File: src/rtl/proc_io_bridge.sv
`default_nettype none
// ============================================================================
// Module      : proc_io_bridge
// Description : Buffered I/O bridge between external integer sample streams
//               and the soft-processor port interface. One FIFO per input
//               channel (valid/ready push, processor pop by address) and one
//               registered word plus one-cycle strobe per output channel.
//               Optional macro PROC_IO_LEVEL_EN adds per-channel occupancy
//               output in_level.
// Revision    : 1.0 - initial release
// ============================================================================
module proc_io_bridge #(
    parameter int NB_IN  = 19,
    parameter int NB_OUT = 28,
    parameter int NUIOIN = 4,
    parameter int NUIOOU = 4,
    parameter int FDEPTH = 4
) (
    input  logic                                              clk,
    input  logic                                              rst,
    input  logic [NUIOIN*NB_IN-1:0]                           ext_in_data,
    input  logic [NUIOIN-1:0]                                 ext_in_valid,
    output logic [NUIOIN-1:0]                                 ext_in_ready,
    input  logic                                              proc_req_in,
    input  logic [((NUIOIN > 1) ? $clog2(NUIOIN) : 1)-1:0]    proc_addr_in,
    output logic [NB_IN-1:0]                                  proc_in_data,
    input  logic                                              proc_out_en,
    input  logic [((NUIOOU > 1) ? $clog2(NUIOOU) : 1)-1:0]    proc_addr_out,
    input  logic [NB_OUT-1:0]                                 proc_out_data,
    output logic [NUIOOU*NB_OUT-1:0]                          ext_out_data,
    output logic [NUIOOU-1:0]                                 ext_out_valid,
`ifdef PROC_IO_LEVEL_EN
    output logic [NUIOIN*($clog2(FDEPTH)+1)-1:0]              in_level,
`endif
    output logic [NUIOIN-1:0]                                 in_underflow
);

    localparam int c_ain_w  = (NUIOIN > 1) ? $clog2(NUIOIN) : 1;
    localparam int c_aout_w = (NUIOOU > 1) ? $clog2(NUIOOU) : 1;
    localparam int c_ptr_w  = $clog2(FDEPTH);
    localparam int c_lvl_w  = c_ptr_w + 1;

    // Channel counts widened by one bit so the range compare never truncates
    localparam logic [c_ain_w:0]  c_nin     = NUIOIN[c_ain_w:0];
    localparam logic [c_aout_w:0] c_nout    = NUIOOU[c_aout_w:0];
    localparam logic [c_ptr_w:0]  c_ptr_one = {{c_ptr_w{1'b0}}, 1'b1};

    logic                w_addr_in_ok;
    logic                w_addr_out_ok;
    logic [NUIOIN-1:0]   w_empty;
    logic [NUIOIN-1:0]   w_full;
    logic [NB_IN-1:0]    w_rdata [NUIOIN];

    assign w_addr_in_ok  = ({1'b0, proc_addr_in} < c_nin);
    assign w_addr_out_ok = ({1'b0, proc_addr_out} < c_nout);

    // Ready is gated off while reset is held so no sample is taken during reset
    assign ext_in_ready = rst ? ~w_full : '0;

    for (genvar k = 0; k < NUIOIN; k++) begin : g_in_ch
        logic [NB_IN-1:0] r_mem [FDEPTH];
        logic [c_ptr_w:0] r_wptr;
        logic [c_ptr_w:0] r_rptr;
        logic [NB_IN-1:0] r_hold;
        logic             r_uflow;
        logic             w_sel;
        logic             w_push;
        logic             w_pop;

        assign w_sel      = proc_req_in && w_addr_in_ok && (proc_addr_in == c_ain_w'(k));
        assign w_empty[k] = (r_wptr == r_rptr);
        // Extra pointer MSB distinguishes full from empty when the low bits match
        assign w_full[k]  = (r_wptr[c_ptr_w] != r_rptr[c_ptr_w]) &&
                            (r_wptr[c_ptr_w-1:0] == r_rptr[c_ptr_w-1:0]);
        assign w_push     = ext_in_valid[k] && ext_in_ready[k];
        assign w_pop      = w_sel && !w_empty[k];
        // No bypass: an empty FIFO returns the last popped value
        assign w_rdata[k] = w_empty[k] ? r_hold : r_mem[r_rptr[c_ptr_w-1:0]];
        assign in_underflow[k] = r_uflow;

        // Sample storage; contents are don't-care until the pointers cover them
        always_ff @(posedge clk) begin
            if (w_push) begin
                r_mem[r_wptr[c_ptr_w-1:0]] <= ext_in_data[k*NB_IN +: NB_IN];
            end
        end

        // Pointers, hold register and sticky underflow flag
        always_ff @(posedge clk) begin
            if (!rst) begin
                r_wptr  <= '0;
                r_rptr  <= '0;
                r_hold  <= '0;
                r_uflow <= 1'b0;
            end else begin
                if (w_push) begin
                    r_wptr <= r_wptr + c_ptr_one;
                end
                if (w_pop) begin
                    r_rptr <= r_rptr + c_ptr_one;
                    r_hold <= r_mem[r_rptr[c_ptr_w-1:0]];
                end
                if (w_sel && w_empty[k]) begin
                    r_uflow <= 1'b1;
                end
            end
        end

`ifdef PROC_IO_LEVEL_EN
        logic [c_lvl_w-1:0] r_level;

        // Occupancy counter tracking push/pop on the same edge
        always_ff @(posedge clk) begin
            if (!rst) begin
                r_level <= '0;
            end else begin
                case ({w_push, w_pop})
                    2'b10:   r_level <= r_level + c_ptr_one;
                    2'b01:   r_level <= r_level - c_ptr_one;
                    default: r_level <= r_level;
                endcase
            end
        end

        assign in_level[k*c_lvl_w +: c_lvl_w] = r_level;
`endif
    end

    // Processor read mux; out-of-range addresses read as zero
    always_comb begin
        proc_in_data = '0;
        for (int k = 0; k < NUIOIN; k++) begin
            if (w_addr_in_ok && (proc_addr_in == c_ain_w'(k))) begin
                proc_in_data = w_rdata[k];
            end
        end
    end

    for (genvar j = 0; j < NUIOOU; j++) begin : g_out_ch
        logic              w_wr;
        logic [NB_OUT-1:0] r_data;
        logic              r_valid;

        assign w_wr = proc_out_en && w_addr_out_ok && (proc_addr_out == c_aout_w'(j));

        // Output word holds until rewritten; strobe lasts one cycle per write
        always_ff @(posedge clk) begin
            if (!rst) begin
                r_data  <= '0;
                r_valid <= 1'b0;
            end else begin
                r_valid <= w_wr;
                if (w_wr) begin
                    r_data <= proc_out_data;
                end
            end
        end

        assign ext_out_data[j*NB_OUT +: NB_OUT] = r_data;
        assign ext_out_valid[j]                 = r_valid;
    end

endmodule
`default_nettype wire

File: config.mk
export PLATFORM = sky130hd
export DESIGN_NAME = proc_io_bridge
export DESIGN_NICKNAME = d
export VERILOG_FILES = /design/src/rtl/proc_io_bridge.sv
export SDC_FILE = /design/constraint.sdc
export NUM_CORES = 1
export LEC_CHECK = 0
export CORE_UTILIZATION = 48
export CTS_BUF_LIST = sky130_fd_sc_hd__clkbuf_4 sky130_fd_sc_hd__clkbuf_8
export CTS_CLUSTER_DIAMETER = 80
export DETAILED_ROUTE_END_ITERATION = 7
export PLACE_DENSITY_LB_ADDON = 0.1
export SLEW_MARGIN = 25
export SYNTH_ARGS = -nofsm -noshare
export SYNTH_HDL_FRONTEND = slang
export SYNTH_SLANG_ARGS = --single-unit
File: constraint.sdc
create_clock -name clk -period 3.3 [get_ports clk]
set_input_delay 0.99 -clock clk [delete_from_list [all_inputs] [get_ports clk]]
set_output_delay 0.99 -clock clk [all_outputs]
set_load 0.01 [all_outputs]
==> results.yml <==
outcome:
  status: "finished, violations left"
  violations: "negative setup slack"
cts:
  path_clk_slew_ps: 60
  cts.path.max_buffers: 3
  cts_sinks: 532
  cts_buffers: 87
  ctsHtreeMaxLevel: 3
  cts_tree: "yes"
  clk_latency_ps: 660
  ctsHoldBuffers: 0
  cts-root-buf: "clkbuf_8"
critical_path:
  worstSetupPathType: "flip-flop to output port"
  required_ps: 2310
  end_kind: "output port"
  cp_max_fo: 5
  worstPathArrival_ps: 2560
  cp-start-kind: "flip-flop"
route:
  drt-initial-drc-count: 1105
  antenna_left: 0
  detail_route.wl_per_cell_um: 21.41
  via_count: 14420
  route.detailed.drc: 0
  routed_via_density: 5.460
  routed_wl_mm: 56.56
  dr.pass1.iters: 7
power:
  p_leak_nw: 9.486
  power_frac_seq_pct: 49.7
  powerDensity_mw_per_mm2: 519.8
  peakVddDrop_mv: 0.3363
  switching_power_mw: 3.534
  power_frac_comb_pct: 11.0
  p_clk_share_pct: 39.3
  power_mw: 14.64
  p_int_mw: 11.10
  sw_frac_of_total_pct: 24.14
sta:
  fin_crit_sh_pct: 107.5
  period_needed_ps: 3546
  setup_viol: 19
  hold_violations: 0
  relSlewSlack_pct: 35.98
  worst_slack_ps: -246.4
  tightest_slew_ps: 960.4
  maxSlewViolCount: 0
  skew_ps: 27.47
  rsz0062_at_grt: "true"
  fmax_mhz: 282.0
  tns_ps: -3765
die:
  rows: 78
  dieArea_mm2: 0.04674
  core-area_mm2: 0.04528
  die_w_um: 216.2
  start_util_pct: 48.63
  boundaryPins: 259
  dieHeight_um: 216.2
global_route:
  grt_first_pass_wirelength_mm: 85.91
  grt_pass1_vias: 14300
  grt-ovfl-total: 0
  grt_max_degree: 117
  antenna_found_initial: 1
  grtUsageTotal_pct: 24.25
layout:
  drive_above_1_share_pct: 21.90
  fin_cells: 2641
  synthToLayoutAreaGrowth_pct: 27.87
  n_antenna_cell: 0
  nets: 2108
synthesis:
  ys.flop_type: "edfxtp_1"
  synth-async-reset-ratio_pct: 0
  synthTopCellsByCount: "304 x edfxtp_1, 271 x nand2_1, 228 x dfxtp_1"
  synth_cell_type_count: 45
  yosysMostFrequentCell: "edfxtp_1"
  synth_seq_area_share_pct: 62.19
  syn_inst: 1646
  ys_ff_latch: 532
  yosysWarnings: 0
  synth.avg_cell_area_um2: 13.38
  syn-cell-area_mm2: 0.02202
  syn-num-nets: 1782
  synth_edf_count: 304
  synth_area_leaders: "edfxtp_1 41%, dfxtp_1 21%, mux4_2 7.8%"
  synth_area_leader_cell: "edfxtp_1"
  netlist.area_leader.share_pct: 41.46
run:
  maxCapViolCount: 0
place:
  dp_hpwl_mm: 37.12
  gp_congestion: 0.8757
  preCtsSetupSlack_ps: -659.2
  placed_cells: 2461
  io_buffers: 258
worst_hold_path:
  hp-class: "flip-flop to flip-flop"
==> layer usage <==
layer / global-route usage [%] / vias up / part of all wire (%)
met5: 0 / - / 0
met4: 8.333 / 0 / 2.7
met3: 4.688 / 93 / 5.7
met2: 37.88 / 419 / 47
met1: 33.98 / 7145 / 44
li1: - / 6763 / -
==> power groups by stage <==
stage / logic, mW / registers [mW] / clock network (mW)
after detailed placement: 1.53 / 7.42 / 0
after CTS: 1.58 / 7.28 / 5.89
after floorplan: 0.752 / 7.42 / 0
after global routing: 1.71 / 7.29 / 6.21
after global placement: 1.52 / 7.41 / 0
final: 1.60 / 7.28 / 5.76
==> layout by cell type (no fill, tap or decap), types with 20 or more instances in the layout <==
master,count
nor2b_1,63
edfxtp_1,304
dfxtp_1,220
clkbuf_4,30
mux2i_1,64
clkbuf_8,96
a21boi_0,114
a211oi_2,27
ha_1,20
inv_1,51
buf_4,76
a21boi_1,22
nand2_1,271
buf_12,28
o31a_1,81
o41ai_1,33
mux4_2,76
clkdlybuf4s50_1,233
==> area by class of cell <==
cell class	instances	area, µm²
Fill cell	3616	17130
Sequential cell	532	13710
Multi-Input combinational cell	924	7879
Timing Repair Buffer	375	3866
Clock buffer	126	1546
Tap cell	600	750.7
Clock inverter	32	206.4
Inverter	52	195.2
==> worst max-delay path, stage by stage, from the launching register on <==
cell,delay (ps)
dfxtp_4,390
buf_16,130
buf_4,110
buf_4,100
mux4_2,540
o31a_1,160
o221ai_2,150
o31ai_1,150
buf_2,170
==> stage by stage <==
step                hold WS (ps)  area (µm²)  utilization (%)
finish                     456.2       28160            62.18
global route               483.3       28160            62.18
CTS                        458.3       28050            61.94
detailed placement         449.1       25730            56.82
global placement           442.0       25730            56.82
floorplan                  435.1       22020                -
==> logic make-up after synthesis <==
kind of cell             share of synthesized area (%)
flip-flops                                       62.19
AND/OR/NAND/NOR                                  7.972
AO/OA/AOI/OAI                                    12.88
buffers and inverters                            4.057
multiplexers                                     10.68
XOR/XNOR                                         1.091
adder cells (fa/ha/maj)                          1.136
==> sequential cells by signal, summed over array words and instances (netlist names), named ones only <==
| signal | cells |
|---|---|
| g_out_ch.r_valid | 4 |
| g_in_ch.r_wptr | 12 |
| g_in_ch.r_hold | 76 |
| g_in_ch.r_uflow | 4 |
| g_in_ch.r_mem | 304 |
| g_in_ch.r_rptr | 12 |
| g_out_ch.r_data | 112 |
==> final timing paths <==
| check | startpoint | end | cells after the start | slack [ps] |
|---|---|---|---|---|
| worst max register to register | g_in_ch[0].r_rptr[0] | g_in_ch[0].r_mem[3][1] | 5 | 1210 |
| worst min-delay path | g_in_ch[3].r_hold[14] | g_in_ch[3].r_hold[14] | 2 | 460 |
| worst min register to register | g_in_ch[3].r_hold[14] | g_in_ch[3].r_hold[14] | 2 | 460 |
| worst max-delay path | flip-flop | proc_in_data[16] | 8 | -250 |
==> repair_timing <==
item                                   CTS  global route
setup endpoints to repair               23            19
pin swaps                               31             8
endpoints found under the hold margin    0             0
resized for setup                      150            30
gates cloned                             6             0
buffers inserted                        34             2
(Power assumes the default switching activity.)
